[src/rtl/park_pkg.sv]
`default_nettype none
// ============================================================================
// Module      : park_pkg
// Description : Shared state encoding and saturation helper for the Park
//               transform family.
// Revision    : 1.0 - initial release
// ============================================================================
package park_pkg;

    typedef enum logic [2:0] {
        S_IDLE = 3'd0,
        S_M0   = 3'd1,
        S_M1   = 3'd2,
        S_M2   = 3'd3,
        S_M3   = 3'd4,
        S_SUM  = 3'd5
    } park_state_t;

    // Widest intermediate the helper accepts; covers D_WIDTH up to 64.
    localparam int c_SAT_MAX_W = 129;

    // Clamp a sign-extended wide value into the signed range of 'width' bits.
    function automatic logic signed [c_SAT_MAX_W-1:0] sat_clamp(
        input logic signed [c_SAT_MAX_W-1:0] value,
        input int                            width
    );
        logic signed [c_SAT_MAX_W-1:0] w_one;
        logic signed [c_SAT_MAX_W-1:0] w_hi;
        logic signed [c_SAT_MAX_W-1:0] w_lo;
        w_one = 1;
        w_hi  = (w_one <<< (width - 1)) - w_one;
        w_lo  = -w_hi - w_one;
        if (value > w_hi) begin
            return w_hi;
        end else if (value < w_lo) begin
            return w_lo;
        end
        return value;
    endfunction

endpackage
`default_nettype wire

[src/rtl/park_mul.sv]
`default_nettype none
// ============================================================================
// Module      : park_mul
// Description : Combinational signed multiply followed by an arithmetic
//               right shift of Q_BITS (floor), full 2*D_WIDTH result kept.
// Revision    : 1.0 - initial release
// ============================================================================
module park_mul #(
    parameter int D_WIDTH = 32,
    parameter int Q_BITS  = 10
) (
    input  logic signed [D_WIDTH-1:0]   i_a,
    input  logic signed [D_WIDTH-1:0]   i_b,
    output logic signed [2*D_WIDTH-1:0] o_p
);

    logic signed [2*D_WIDTH-1:0] w_full;

    // Operands are sign-extended first so the product is exact.
    assign w_full = (2*D_WIDTH)'(i_a) * (2*D_WIDTH)'(i_b);
    assign o_p    = w_full >>> Q_BITS;

endmodule
`default_nettype wire

[src/rtl/park_transform.sv]
`default_nettype none
// ============================================================================
// Module      : park_transform
// Description : Multi-cycle Park transform (D/Q from alpha/beta, sin/cos)
//               sharing one multiplier. Define PARK_SAT_EN to saturate the
//               outputs instead of wrapping them.
// Revision    : 1.0 - initial release
// ============================================================================
module park_transform
    import park_pkg::*;
#(
    parameter int D_WIDTH = 32,
    parameter int Q_BITS  = 10
) (
    input  logic                      clk,
    input  logic                      rstb,
    input  logic signed [D_WIDTH-1:0] alpha,
    input  logic signed [D_WIDTH-1:0] beta,
    input  logic signed [D_WIDTH-1:0] sin,
    input  logic signed [D_WIDTH-1:0] cos,
    input  logic                      start,
    output logic signed [D_WIDTH-1:0] D,
    output logic signed [D_WIDTH-1:0] Q,
    output logic                      busy,
    output logic                      done
);

    park_state_t                 r_state;
    park_state_t                 w_next_state;
    logic signed [D_WIDTH-1:0]   r_alpha, r_beta, r_sin, r_cos;
    logic signed [D_WIDTH-1:0]   w_mul_a, w_mul_b;
    logic signed [2*D_WIDTH-1:0] w_prod;
    logic signed [2*D_WIDTH-1:0] r_p_ac, r_p_bs, r_p_as, r_p_bc;
    logic signed [2*D_WIDTH:0]   w_sum_d, w_sum_q;
    logic signed [D_WIDTH-1:0]   w_red_d, w_red_q;
    logic signed [D_WIDTH-1:0]   r_d, r_q;
    logic                        r_done;
    logic                        w_load;
    logic                        w_busy;

    always_ff @(posedge clk or negedge rstb) begin
        if (!rstb) begin
            r_state <= S_IDLE;
        end else begin
            r_state <= w_next_state;
        end
    end

    always_comb begin
        w_next_state = r_state;
        case (r_state)
            S_IDLE:  if (start) w_next_state = S_M0;
            S_M0:    w_next_state = S_M1;
            S_M1:    w_next_state = S_M2;
            S_M2:    w_next_state = S_M3;
            S_M3:    w_next_state = S_SUM;
            S_SUM:   w_next_state = S_IDLE;
            default: w_next_state = S_IDLE;
        endcase
    end

    // Operand steering for the shared multiplier, one product per state.
    always_comb begin
        w_busy  = (r_state != S_IDLE);
        w_load  = (r_state == S_IDLE) && start;
        w_mul_a = r_alpha;
        w_mul_b = r_cos;
        case (r_state)
            S_M1: begin w_mul_a = r_beta;  w_mul_b = r_sin; end
            S_M2: begin w_mul_a = r_alpha; w_mul_b = r_sin; end
            S_M3: begin w_mul_a = r_beta;  w_mul_b = r_cos; end
            default: ;
        endcase
    end

    park_mul #(
        .D_WIDTH (D_WIDTH),
        .Q_BITS  (Q_BITS)
    ) u_mul (
        .i_a (w_mul_a),
        .i_b (w_mul_b),
        .o_p (w_prod)
    );

    assign w_sum_d = (2*D_WIDTH+1)'(r_p_ac) + (2*D_WIDTH+1)'(r_p_bs);
    assign w_sum_q = (2*D_WIDTH+1)'(r_p_bc) - (2*D_WIDTH+1)'(r_p_as);

`ifdef PARK_SAT_EN
    logic signed [c_SAT_MAX_W-1:0] w_sat_d, w_sat_q;
    logic                          w_unused_sat;
    assign w_sat_d      = sat_clamp(c_SAT_MAX_W'(w_sum_d), D_WIDTH);
    assign w_sat_q      = sat_clamp(c_SAT_MAX_W'(w_sum_q), D_WIDTH);
    assign w_red_d      = w_sat_d[D_WIDTH-1:0];
    assign w_red_q      = w_sat_q[D_WIDTH-1:0];
    assign w_unused_sat = ^{w_sat_d[c_SAT_MAX_W-1:D_WIDTH], w_sat_q[c_SAT_MAX_W-1:D_WIDTH]};
`else
    // Two's-complement wrap: upper sum bits are deliberately discarded.
    logic w_unused_wrap;
    assign w_red_d       = w_sum_d[D_WIDTH-1:0];
    assign w_red_q       = w_sum_q[D_WIDTH-1:0];
    assign w_unused_wrap = ^{w_sum_d[2*D_WIDTH:D_WIDTH], w_sum_q[2*D_WIDTH:D_WIDTH]};
`endif

    always_ff @(posedge clk or negedge rstb) begin
        if (!rstb) begin
            r_alpha <= '0;
            r_beta  <= '0;
            r_sin   <= '0;
            r_cos   <= '0;
            r_p_ac  <= '0;
            r_p_bs  <= '0;
            r_p_as  <= '0;
            r_p_bc  <= '0;
            r_d     <= '0;
            r_q     <= '0;
            r_done  <= 1'b0;
        end else begin
            if (w_load) begin
                r_alpha <= alpha;
                r_beta  <= beta;
                r_sin   <= sin;
                r_cos   <= cos;
            end
            case (r_state)
                S_M0:    r_p_ac <= w_prod;
                S_M1:    r_p_bs <= w_prod;
                S_M2:    r_p_as <= w_prod;
                S_M3:    r_p_bc <= w_prod;
                S_SUM: begin
                    r_d <= w_red_d;
                    r_q <= w_red_q;
                end
                default: ;
            endcase
            r_done <= (r_state == S_SUM);
        end
    end

    assign D    = r_d;
    assign Q    = r_q;
    assign busy = w_busy;
    assign done = r_done;

endmodule
`default_nettype wire

[config.mk]
export PLATFORM = sky130hd
export DESIGN_NAME = park_transform
export DESIGN_NICKNAME = d
export VERILOG_FILES = /design/src/rtl/park_pkg.sv /design/src/rtl/park_mul.sv /design/src/rtl/park_transform.sv
export SDC_FILE = /design/constraint.sdc
export NUM_CORES = 2
export LEC_CHECK = 0
export CAP_MARGIN = 10
export CORE_UTILIZATION = 55
export CTS_CLUSTER_SIZE = 12
export DETAILED_ROUTE_END_ITERATION = 8
export PLACE_DENSITY = 0.74
export SYNTH_ARGS = -nofsm -noshare
export SYNTH_HDL_FRONTEND = slang
export SYNTH_SLANG_ARGS = --single-unit
[constraint.sdc]
create_clock -name clk -period 11.35 [get_ports clk]
set_input_delay 1.7025 -clock clk [delete_from_list [all_inputs] [get_ports clk]]
set_output_delay 1.7025 -clock clk [all_outputs]
set_load 0.02 [all_outputs]
* Yosys cells after proc, flatten, opt, wreduce, memory -nomap -nowiden
Index checks and enable logic that the tools add are counted.
Word-level totals: logic and storage cells 30, input bits 131, bits in registers 324
Cells by class: muxes and demuxes 4, eq/ne operators 6, add/sub/neg operators 2, multipliers 1, reductions and logical operators 5
Operators with widths (number):
- 32-bit 2-to-1 mux | 2
- 32-bit by 32-bit multiplier with 42-bit output | 1
- 32-bit adder | 1
- 32-bit subtractor | 1
- 3-bit one-hot mux with 5 select lines | 1
- 3-bit by 2-bit equality test with 1-bit output, second input constant | 2
- 3-bit equality test, second input constant | 2
- 2-bit OR reduction | 2
- 3-bit by 1-bit equality test with 1-bit output, second input constant | 1
- 3-bit logical NOT | 1
- 3-bit 2-to-1 mux | 1
- 3-bit nonzero test | 1
- 2-bit inequality test, second input constant | 1
- 1-bit logical AND | 1

* Logic depth before layout (Yosys ltp)
depth after elaboration 4, gate-level depth with buffers 34, gate-level depth less buffers 29

* Hierarchy
A second synthesis with hierarchy kept.
Second synthesis, totals: cells, all modules 5142, area, all modules 51763.4 um^2
By module, submodules not included:
- park_mul | times used 1, area an instance 35574.1 um^2, cells each 3768
- park_transform | times used 1, area an instance 16189.3 um^2, cells each 1374

* Least setup slack after synthesis
OpenSTA, ideal clock, no wires.
kind register to register, from reg r_state[2], to reg r_p_as[31], arrival time 8609 ps, slack 2605 ps, stages on the path, launching flop included 32, library setup time 136 ps, data required time 11214 ps, buffers on the path 6, cells stage by stage dfrtp_1 buf_4 xnor2_2 nor2_4 buf_2 buf_2 buf_1 mux2i_1 clkbuf_1 nor2_1 fa_1 fa_1 fa_1 inv_1 fa_1 inv_1 fa_1 fa_1 fa_1 fa_1 ha_1 clkbuf_1 a21o_1 a21o_1 a21oi_1 o21ai_0 a21oi_1 o21ai_0 a31o_2 a311oi_1 xor2_1 o21ai_0
Between the ends: word-level cells in the longest chain between the ends 4
Ends and longest elaborated chain:
- start: declaration | line park_transform.sv:28 | park_state_t r_state;
- start signal: assignment | line park_transform.sv:45 | r_state <= w_next_state;
- 3-bit by 2-bit equality test with 1-bit output, or another cell as far along | line park_transform.sv:68 | case (r_state)
- 2-bit OR reduction (no source line)
- 32-bit 2-to-1 mux | line park_transform.sv:68
- 32-bit by 32-bit multiplier with 42-bit output | line park_mul.sv:20 | assign w_full = (2*D_WIDTH)'(i_a) * (2*D_WIDTH)'(i_b);
- end signal: assignment | line park_transform.sv:127 | S_M2: r_p_as <= w_prod;
- end: declaration | line park_transform.sv:33 | logic signed [2*D_WIDTH-1:0] r_p_ac, r_p_bs, r_p_as, r_p_bc;
Parallel ways exist; a longest one is shown, timed or not. A chain may end at the register's enable or synchronous reset.

* Worst setup path in the final report
from reg r_state[2], to reg r_p_bc[31]
Between the ends: word-level cells in the longest chain between the ends 4
Ends and longest elaborated chain:
- 3-bit by 2-bit equality test with 1-bit output or 3-bit equality test (tied branches) | line park_transform.sv:68, park_transform.sv:124
- 2-bit OR reduction (no source line)
- 32-bit 2-to-1 mux | line park_transform.sv:68
- 32-bit by 32-bit multiplier with 42-bit output | line park_mul.sv:20
- end signal: assignment | line park_transform.sv:128 | S_M3: r_p_bc <= w_prod;
- end: declaration | line park_transform.sv:33
Parallel ways exist; a longest one is shown, timed or not.

==> summary.md <==
| Metric | Value |
|---|---|
| Buffers on Ports | `~200` |
| Largest net degree at the start of global routing | `about 160` |
| Slew @ Worst Pin | `1.24 ns` |
| Detail Route Antenna Nets | `0` |
| Die width | `271 µm` |
| Mean Syn Cell Area | `between 9 and 10 µm²` |
| Clock Skews | `0.0344 ns` |
| Hold Crit Class | `flip-flop to flip-flop` |
| Fraction of layout cells with a size suffix above 1 | `7.87%` |
| Max transition margin | `17.3%` |
| Tcrit/Tclk final | `between 80% and 90%` |
| Initial drt markers | `roughly 2200` |
| DR pass1 iterations | `8` |
| Synth cell types | `71` |
| CTS tree | `built` |
| GRT overflow | `0` |
| Rows | `98` |
| Max-slew violations | `0` |
| Reg2Reg Depth | `26` |
| Clock-pin slew of the registers on the worst-case setup and hold paths | `0.06 ns` |
| CP startpoint kind | `flip-flop` |
| Largest area contributor in the netlist | `fa_1` |
| Arr. time, crit path | `about 10 ns` |
| Core region area | `71500 µm²` |
| Crit path top cell by count | `fa_1` |
| CP required | `11.77 ns` |
| Depth of the CTS H-tree | `2` |
| Vias | `29949` |
| Net Count, Synth | `approximately 5300` |
| WP buf/inv | `4` |
| Final Hold Viols | `0` |
| Crit path max-delay family | `adder cells` |
| CTS Buffer Depth | `3` |
| Ys Warns | `0` |
| Setup TNS | `0 ns` |
| Die span in y | `around 270 µm` |
| Fillers | `5990` |
| Most common cell after layout, fill and taps aside | `inv_1` |
| Number of synthesized flops with an enable pin | `0` |
| Max-cap violations | `0` |
| Synth Flop Type | `dfrtp_1` |
| Top post-synthesis cells by area | `fa_1 35%, dfrtp_1 20%, inv_1 7.2%` |
| Gates resized, CTS repair | `0` |
| Slowest stage delay, CP | `a little over 0.6 ns` |
| Overall routing resource usage | `31.0%` |
| DR vias/cell | `5.60` |
| DR WL/cell | `20.5 µm` |
| CTS Sinks | `324` |
| Number of nets in the layout | `around 5400` |
| Vias in the first global route | `~32000` |
| Hold buffer count at CTS | `0` |
| Min Tclk post-route | `9.32 ns` |
| Status | `finished with violations` |
| Area of the die | `73200 µm²` |
| FF-to-FF setup slack | `2.03 ns` |
| Post-DP HPWL | `87300 µm` |
| Drc violations | `2` |
| Max frequency | `about 0.11 GHz` |
| Skew-Pair Late Insertion Delay | `0.58 ns` |
| Fraction of registers with async set/reset | `100%` |
| CTS Root Cell | `clkbuf_16` |
| Total wire length | `110000 µm` |
| IO Count | `197` |
| RSZ-0062 raised after global routing | `no` |
| Initial Util | `55.5%` |
| Sequential fraction of the synthesis area | `about a fifth` |
| Critical Path Sink | `r_p_bc[31]` |
| Most frequent cells in the layout | `757 x inv_1, 696 x fa_1, 585 x nand2_1` |
| Failing checks | `DRC` |
| WP depth | `26` |
| Area grow syn2layout | `11.3%` |
| Yosys reg bits | `324` |
| Final setup vio count | `0` |
| Global-route wire length before repair | `174000 µm` |
| Cell Area, Synth | `39700 µm²` |
| CTS Buf Count | `39` |
| Placer Congestion | `0.996` |
| Post-CTS setup buffers | `0` |
| Initial antenna violation count | `0` |
| Crit path launch | `r_state[2]` |
| Post-Syn Instances | `approximately 4200` |
| CP Capture Type | `flip-flop` |
| Reg2reg end | `r_p_bc[31]` |
| Crit Path Max Fanout | `32` |
| Slowest CP cell | `fa_1` |
| Worst setup path class | `flip-flop to flip-flop` |
| FF-to-FF Start | `r_state[2]` |
| Share of the synthesized area in the top cell type | `35.1%` |
[synthesized netlist by cell type, types with 4 or more instances]
cell type	count
inv_1	757
fa_1	696
nand2_1	588
nor2_1	549
dfrtp_1	324
o21ai_0	221
ha_1	219
mux2_2	155
clkbuf_1	146
xnor2_1	75
a21oi_1	70
mux2i_1	61
a21o_1	51
xor2_1	46
nand3_1	23
nor3_1	23
nand2b_1	20
buf_1	18
o21a_1	14
a211oi_1	10
a21boi_0	10
o31ai_1	10
or2_2	10
nor2b_1	9
or3_1	9
o211ai_1	8
and3_1	7
o21bai_1	7
a31oi_1	6
and2_1	6
nand4_1	6
nor3b_1	6
nand3b_1	5
o2111ai_1	5
o41ai_1	5
a41oi_1	4
buf_2	4
[stage by stage]
step	setup slack [ns]	std cells	utilization [%]	hold slack (ns)	instance area (µm²)
floorplan	2.60	4236	-	0.450	39700
global placement	2.31	5283	60.0	0.455	42900
detailed placement	2.16	5283	60.0	0.456	42900
CTS	2.14	5349	61.8	0.469	44200
global route	1.56	5349	61.8	0.480	44200
finish	2.03	5350	61.8	0.472	44200
[layer usage]
metal	part of all wire [%]	routed length, µm	track usage [%]
met1	39	42700	39.3
met2	46	50500	50.1
met3	8.1	8860	5.34
met4	7.0	7670	18.2
met5	0	0	0
[cell type report]
cell class | instances | area (µm²) | share of cell area (%)
Tap cell | 950 | 1190 | 2.69
Sequential cell | 324 | 8110 | 18.4
Clock buffer | 51 | 1090 | 2.47
Inverter | 757 | 2840 | 6.43
Clock inverter | 15 | 200 | 0.453
Timing Repair Buffer | 269 | 2530 | 5.72
Multi-Input combinational cell | 2983 | 28200 | 63.9
Antenna cell | 1 | 2.50 | 0.00567
[cell families after synthesis]
logic type	count (synthesis)	synth area share, %
and+or+nand+nor	1269	12.8
buffers and inverters	929	8.87
adders and majority gates	915	42.0
AOI/OAI and AO/OA	454	6.94
DFF	324	20.4
muxes	220	6.08
xor gates and xnor gates	125	2.88
[how the worst min path moves through the flow]
stage | start | end | slack (ns) | depth (start not counted)
after floorplan | r_p_as[10] | r_p_as[10] | 0.45 | 2
after global placement | Q[7] | Q[7] | 0.46 | 2
after detailed placement | Q[3] | Q[3] | 0.46 | 2
after CTS | Q[3] | Q[3] | 0.47 | 2
after global routing | Q[3] | Q[3] | 0.48 | 2
final | Q[7] | Q[7] | 0.47 | 2
[registers in the layout, summed over array words and instances (netlist names), 32 cells and up]
name and cells:
r_cos 32, r_sin 32, r_p_bc 32, r_p_bs 32, r_p_ac 32, r_alpha 32
r_p_as 32, D 32, r_beta 32, Q 32
[worst register-to-register path, cell delays in order (launching register included)]
cell	delay, ns
dfrtp_1	0.57
nand2b_2	0.46
buf_4	0.45
mux2i_2	0.40
buf_4	0.45
nor2_1	0.26
fa_1	0.61
inv_1	0.06
fa_1	0.47
fa_1	0.52
fa_1	0.52
inv_1	0.06
fa_1	0.55
fa_1	0.43
fa_1	0.51
fa_1	0.41
ha_1	0.38
a21o_1	0.21
a21o_1	0.18
a21oi_1	0.23
o21ai_0	0.14
a21oi_1	0.19
o21ai_0	0.11
a31o_2	0.27
a311oi_1	0.35
xor2_1	0.26
o21ai_0	0.12
Power is not shown: default switching activity piles up to over one toggle a cycle in this logic, so the estimate is an artifact.
